<file path="src/rtl/div4_inv_ctrl.sv">
// rtl/div4_inv_ctrl.sv - radix-4 modular inversion loop sequencer for the BLS12-381 inverter
// Optional iteration cap: define INV_ITER_LIMIT_EN.
module div4_inv_ctrl #(
  parameter int WORD_SIZE = 381,
  parameter int DW        = 11
) (
  input  logic       clk,
  input  logic       rst,
  input  logic       start,
  input  logic [1:0] a_low,
  input  logic [1:0] b_low,
  input  logic       a_is_zero,
  input  logic       sign_flag,
  output logic       dp_load,
  output logic [2:0] dp_op,
  output logic       busy,
  output logic       done,
  output logic       err,
  output logic [9:0] iter_count
);

  typedef enum logic [2:0] {S_IDLE, S_LOAD, S_ITER, S_FINAL, S_DONE} state_t;

  localparam logic [2:0] OP_HOLD    = 3'd0;
  localparam logic [2:0] OP_SHR4    = 3'd1;
  localparam logic [2:0] OP_SHR2    = 3'd2;
  localparam logic [2:0] OP_SUB4    = 3'd3;
  localparam logic [2:0] OP_ADD4    = 3'd4;
  localparam logic [2:0] OP_SWPSUB4 = 3'd5;
  localparam logic [2:0] OP_SWPADD4 = 3'd6;
  localparam logic [2:0] OP_FIX     = 3'd7;

  localparam int         ITER_LIMIT   = 2 * WORD_SIZE + 4;
  localparam logic [9:0] ITER_LIMIT_W = 10'(ITER_LIMIT);

  state_t          state, state_n;
  logic [DW-1:0]   delta, delta_n;
  logic            first, first_n;
  logic            err_n;
  logic [9:0]      iter_n;
  logic            issue;
  logic [1:0]      low_sum;
  logic            at_limit;
  logic            unused_bits;

  assign low_sum  = a_low + b_low;
  assign at_limit = (iter_count >= ITER_LIMIT_W);

  // sign_flag only steers the datapath during FIX; the controller just issues FIX.
`ifdef INV_ITER_LIMIT_EN
  assign unused_bits = sign_flag;
`else
  assign unused_bits = sign_flag ^ at_limit;
`endif

  always_comb begin
    state_n = state;
    dp_op   = OP_HOLD;
    delta_n = delta;
    first_n = first;
    err_n   = err;
    iter_n  = iter_count;
    issue   = 1'b0;
    case (state)
      S_IDLE: begin
        if (start) begin
          state_n = S_LOAD;
          iter_n  = '0;
          err_n   = 1'b0;
          delta_n = '0;
        end
      end
      S_LOAD: begin
        first_n = 1'b1;
        state_n = S_ITER;
      end
      S_ITER: begin
        if (a_is_zero && first) begin
          err_n   = 1'b1;
          state_n = S_DONE;
        end else if (a_is_zero) begin
          state_n = S_FINAL;
`ifdef INV_ITER_LIMIT_EN
        end else if (at_limit) begin
          err_n   = 1'b1;
          state_n = S_DONE;
`endif
        end else if (a_low == 2'b00) begin
          dp_op   = OP_SHR4;
          delta_n = delta - DW'(2);
          issue   = 1'b1;
        end else if (a_low == 2'b10) begin
          dp_op   = OP_SHR2;
          delta_n = delta - DW'(1);
          issue   = 1'b1;
        end else begin
          // Both odd: A+B divisible by 4 means adding clears the two low bits.
          issue = 1'b1;
          if (!delta[DW-1]) begin
            dp_op = (low_sum == 2'b00) ? OP_ADD4 : OP_SUB4;
          end else begin
            dp_op   = (low_sum == 2'b00) ? OP_SWPADD4 : OP_SWPSUB4;
            delta_n = -delta;
          end
        end
        if (issue) begin
          first_n = 1'b0;
          if (iter_count != 10'h3FF) iter_n = iter_count + 10'd1;
        end
      end
      S_FINAL: begin
        dp_op   = OP_FIX;
        state_n = S_DONE;
      end
      S_DONE: begin
        state_n = S_IDLE;
      end
      default: state_n = S_IDLE;
    endcase
  end

  always_ff @(posedge clk or posedge rst) begin
    if (rst) begin
      state      <= S_IDLE;
      delta      <= '0;
      first      <= 1'b0;
      err        <= 1'b0;
      iter_count <= '0;
      dp_load    <= 1'b0;
      busy       <= 1'b0;
      done       <= 1'b0;
    end else begin
      state      <= state_n;
      delta      <= delta_n;
      first      <= first_n;
      err        <= err_n;
      iter_count <= iter_n;
      dp_load    <= (state_n == S_LOAD);
      busy       <= (state_n == S_LOAD) || (state_n == S_ITER) || (state_n == S_FINAL);
      done       <= (state_n == S_DONE);
    end
  end

endmodule
</file>
<file path="config.mk">
export PLATFORM = sky130hd
export DESIGN_NAME = div4_inv_ctrl
export DESIGN_NICKNAME = d
export VERILOG_FILES = /design/src/rtl/div4_inv_ctrl.sv
export SDC_FILE = /design/constraint.sdc
export NUM_CORES = 1
export LEC_CHECK = 0
export CORE_AREA = 2 2 60 76
export DETAILED_ROUTE_END_ITERATION = 8
export DIE_AREA = 0 0 62 78
export DONT_BUFFER_PORTS = 1
export SYNTH_ARGS = -nofsm -noshare
export SYNTH_HDL_FRONTEND = slang
export SYNTH_SLANG_ARGS = --single-unit
</file>
<file path="constraint.sdc">
create_clock -name clk -period 2.4 [get_ports clk]
set_input_delay 0.24 -clock clk [delete_from_list [all_inputs] [get_ports clk]]
set_output_delay 0.24 -clock clk [all_outputs]
set_load 0.02 [all_outputs]
</file>
Word-level counts from Yosys, hierarchy flattened
Index checks and enable logic that the tools add are counted.
- input port bits: 9
- output and inout port bits: 17
- logic and storage cells: 74
- register bits after elaboration: 29
- add/sub/neg operators: 5
- reduce and logical (&&, ||, !) cells: 13
- equal/unequal tests: 16
- mux-type cells: 31
- operators with widths (kind ; count):
    $mux 11 ; 6
    $mux 10 ; 3
    $mux 3 ; 9
    $pmux 11 s2 ; 1
    $pmux 10 s2 ; 1
    $eq 3x2->1 const B ; 4
    $ne 2x2->1 const B ; 6
    $pmux 3 s4 ; 1
    $neg 11->11 ; 1
    $sub 11x1->11 const B ; 1
    $sub 11x2->11 const B ; 1
    $add 10x1->10 const B ; 1
    $ne 10x10->1 const B ; 1
    $reduce_and 4->1 ; 2
    $eq 3x1->1 const B ; 2
    $mux 1 ; 6
    $pmux 3 s2 ; 1
    $reduce_and 5->1 ; 1
    $logic_not 2->1 ; 2
    $ne 4x4->1 const B ; 1
    $pmux 1 s2 ; 2
    $reduce_bool 2->1 ; 2
    $eq 3x3->1 const B ; 1
    $logic_not 3->1 ; 1
    other kinds (7) ; 8

Longest topological paths before layout
- depth after elaboration: 9
- mapped depth: 8
- mapped depth without buffers: 7

Worst setup path before layout
Ideal clock, no wire load.
- path kind: input port to output port
- from: input a_low[1]
- to: output dp_op[2]
- data required time: 2.160 ns
- arrival time: 1.794 ns
- buffers on the path: 1
- setup slack: 0.366 ns
- cell stages on the path: 7
- cell sequence: clkbuf_1 inv_1 xnor2_1 nand2b_1 ha_1 or3b_2 a21oi_1
- word-level cells in the longest chain between the ends: 9
- elaborated cells between the ends (all ways): 11
- those cells by class: add/sub: 1; eq/ne: 1; mux: 7; reduce/logical: 2
- ends and longest elaborated chain (item ; RTL line ; RTL):
    start, declared ; 10 ; input logic [1:0] a_low,
    $add 2x2->2 ; 46 ; assign low_sum = a_low + b_low;
    $logic_not 2->1 ; 100 ; dp_op = (low_sum == 2'b00) ? OP_ADD4 : OP_SUB4;
    $mux 3 ; 100 ;
    $mux 3 ; 99 ; if (!delta[DW-1]) begin
    $mux 3 ; 92 ; end else if (a_low == 2'b10) begin
    $mux 3 * ; 88 ; end else if (a_low == 2'b00) begin
    $mux 3 * ; 81 ; end else if (a_is_zero) begin
    $mux 3 * ; 78 ; if (a_is_zero && first) begin
    $pmux 3 s2 * ; 64 ; case (state)
    end, declared ; 15 ; output logic [2:0] dp_op,
Every way passes the cells marked *; elsewhere a longest branch is shown, timed or not.

Worst setup path in the final report
- from: register delta[10]
- to: output dp_op[1]
- word-level cells in the longest chain between the ends: 6
- ends and longest elaborated chain (item ; RTL line ; RTL):
    start, declared ; 37 ; logic [DW-1:0] delta, delta_n;
    start signal, assigned ; 134 ; delta <= delta_n;
    $mux 3 ; 99 ;
    $mux 3 ; 92 ;
    $mux 3 ; 88 ;
    $mux 3 ; 81 ;
    $mux 3 ; 78 ;
    $pmux 3 s2 ; 64 ;
Every way passes these cells.

==> results.sh <==
export IMPL_status="completed"
export IMPL_num_vias=1706
export IMPL_synth_area_leader_cell="dfrtp_1"
export IMPL_crit_required_ns=2.16
export IMPL_final_util_pct=51.8
export IMPL_critical_path_class="reg2out"
export IMPL_p_leak_nw=0.853
export IMPL_cts_clk_slew_worst_paths_ns=0.06
export IMPL_drt_antenna_violating_nets=0
export IMPL_finalCritPeriodShare_pct=87.0
export IMPL_die_y_um=78
export IMPL_async_flop_share_pct=100
export IMPL_layout_nets=243
export IMPL_die_x_um=62
export IMPL_dieArea_sq_um=4840
export IMPL_core_sq_um=4070
export IMPL_p_int_mw=1.47
export IMPL_synth_main_ff_cell="dfrtp_1"
export IMPL_whs_ns=0.0807
export IMPL_synth_area_leaders="dfrtp_1 (36%), xnor2_1 (5.7%), nor2_1 (5.1%)"
export IMPL_post_synth_top_count_cell="dfrtp_1"
export IMPL_finalSetupTns_ns=0
export IMPL_wl_um=4500
export IMPL_netlist_instances=231
export IMPL_ctsLongestPathBuffers=2
export IMPL_syn_area_per_cell_sq_um=8.65
export IMPL_via_per_inst=5.99
export IMPL_grt_usage_pct=21.0
export IMPL_clock_latency_ns=0.27
export IMPL_swShare_pct=46.5
export IMPL_area_growth_pct=5.32
export IMPL_ys_seq_elements=29
export IMPL_cts_root_buffer="clkbuf_8"
export IMPL_drc=0
export IMPL_p_seq_share_pct=32.2
export IMPL_numPortBuffers=0
export IMPL_cts_htree_levels=2
export IMPL_drv_slew=0
export IMPL_clock_sinks=29
export IMPL_hold_viol_final=0
export IMPL_antenna_found_initial=0
export IMPL_peakVddDrop_v=0.000553
export IMPL_cts_resized=0
export IMPL_power_total_mw=2.74
export IMPL_drt_iter0_drc=114
export IMPL_n_antenna_cell=0
export IMPL_setup_viol=0
export IMPL_io_pins=26
export IMPL_end_kind="output port"
export IMPL_drive_gt1_share_pct=9.17
export IMPL_synth_edf_count=0
export IMPL_initial_core_util_pct=49.1
export IMPL_slew_headroom_pct=59.4
export IMPL_finClkSkew_ns=0.00392
export IMPL_syn_nets=246
export IMPL_wl_per_cell_um=15.8
export IMPL_synth_top_area_share_pct=36.3
export IMPL_fmax_mhz=479
export IMPL_numCtsBuffers=5
export IMPL_p_switching_mw=1.27
export IMPL_worstPathMaxFanout=8
export IMPL_drtPass1Iterations=4
export IMPL_ys_top_cells_by_count="dfrtp_1 (29), nor2_1 (27), nand2_1 (13), xnor2_1 (13), inv_1 (11)"
export IMPL_fillCellCount=392
export IMPL_power_density_nw_per_um2=1300
export IMPL_grt_pass1_wl_um=7750
export IMPL_rsz0062_at_grt="false"
export IMPL_gp_congestion=0.873
export IMPL_fin_crit_ns=2.09
export IMPL_combinationalPowerShare_pct=54.0
export IMPL_num_rows=26
export IMPL_maxCapViolCount=0
export IMPL_holdCritPathClass="in2reg"
export IMPL_synth_cell_type_count=55
export IMPL_grt_max_degree=24
export IMPL_cp_data_arrival_time_ns=1.85
export IMPL_critPathLaunchType="register"
export IMPL_tritoncts="done"
export IMPL_post_cts_buffers=0
export IMPL_yosysSeqAreaShare_pct=36.3
export IMPL_synthesis_area_sq_um=2000
export IMPL_grt_pass1_vias=1679
export IMPL_hpwlAfterDp_um=3300
export IMPL_overflow=0
export IMPL_p_clk_share_pct=13.8
export IMPL_synth_warnings=0
export IMPL_worst_pin_slew_ns=0.605
sequential cells by signal, indices dropped and copies added (netlist names):
register,cells
dp_load,1
state,3
delta,11
busy,1
err,1
iter_count,10
done,1
first,1
worst max-delay path: stages (launching register included):
cell and delay [ns]:
dfrtp_1 0.47, inv_1 0.10, ha_1 0.30, a211o_1 0.29
a21oi_1 0.41
metal layers:
metal	part of all wire [%]	track usage, %	up-vias
li1	-	-	832
met1	42	25.6	830
met2	52	33.4	38
met3	5.4	6.17	6
met4	1.5	8.72	0
met5	0	0	-
power groups by stage:
| stage | sequential [mW] | combinational [mW] | clock [mW] |
|---|---|---|---|
| 5_1_grt | 0.910 | 1.66 | 0.417 |
| 3_3_place_gp | 0.884 | 1.42 | 0 |
| 6_report | 0.883 | 1.48 | 0.378 |
| 3_5_place_dp | 0.891 | 1.47 | 0 |
| 4_1_cts | 0.880 | 1.48 | 0.401 |
| 2_1_floorplan | 0.777 | 1.32 | 0 |
worst paths after layout:
path	startpoint	end	slack (ns)	cells after the start
max	delta[10]	dp_op[1]	0.31	4
max reg2reg	delta[1]	delta[10]	0.32	7
max in group asynchronous	rst	state[1]	1.45	3
min reg2reg	delta[6]	delta[6]	0.55	1
min in group asynchronous	rst	iter_count[8]	0.34	2
min	a_low[0]	delta[2]	0.08	1
cell families after synthesis:
kind of cell	after synthesis	synth area share [%]
multiplexers	3	1.57
XOR/XNOR	14	6.14
buffers and inverters	27	6.64
adder cells (fa/ha/maj)	6	3.76
flip-flops	29	36.3
AND/OR/NAND/NOR	93	25.2
AO/OA/AOI/OAI	59	20.4
repair_timing:
item                                    CTS  global route
hold buffers                              1             0
endpoints found under the setup margin    0             0
endpoints found under the hold margin     7             0
placed cells by master, fill, tap and decap left out, types with 4 or more instances in the layout:
master / synthesis / layout
a211oi_1: 5 / 5
a21o_1: 4 / 4
a21oi_1: 10 / 10
a31oi_1: 6 / 6
buf_4: 2 / 5
clkbuf_8: 0 / 5
dfrtp_1: 29 / 29
ha_1: 6 / 6
inv_1: 11 / 11
nand2_1: 13 / 13
nand3_1: 8 / 8
nor2_1: 27 / 27
nor3_1: 8 / 8
nor4_1: 8 / 8
o21ai_0: 10 / 10
xnor2_1: 13 / 13
final cells by class:
class / count / area, sq um / area share [%]
Clock buffer: 8 / 80.1 / 3.80
Sequential cell: 29 / 726 / 34.5
Inverter: 11 / 41.3 / 1.96
Tap cell: 56 / 70.1 / 3.33
Timing Repair Buffer: 6 / 47.5 / 2.26
Multi-Input combinational cell: 175 / 1140 / 54.2
metrics by stage:
step	std cells	setup WS, ns	cell area [sq um]
after global routing	285	0.164	2100
after CTS	285	0.283	2100
final	285	0.312	2100
after floorplan	231	0.366	2000
after detailed placement	276	0.337	2010
after global placement	276	0.365	2010
(Power assumes the default switching activity.)
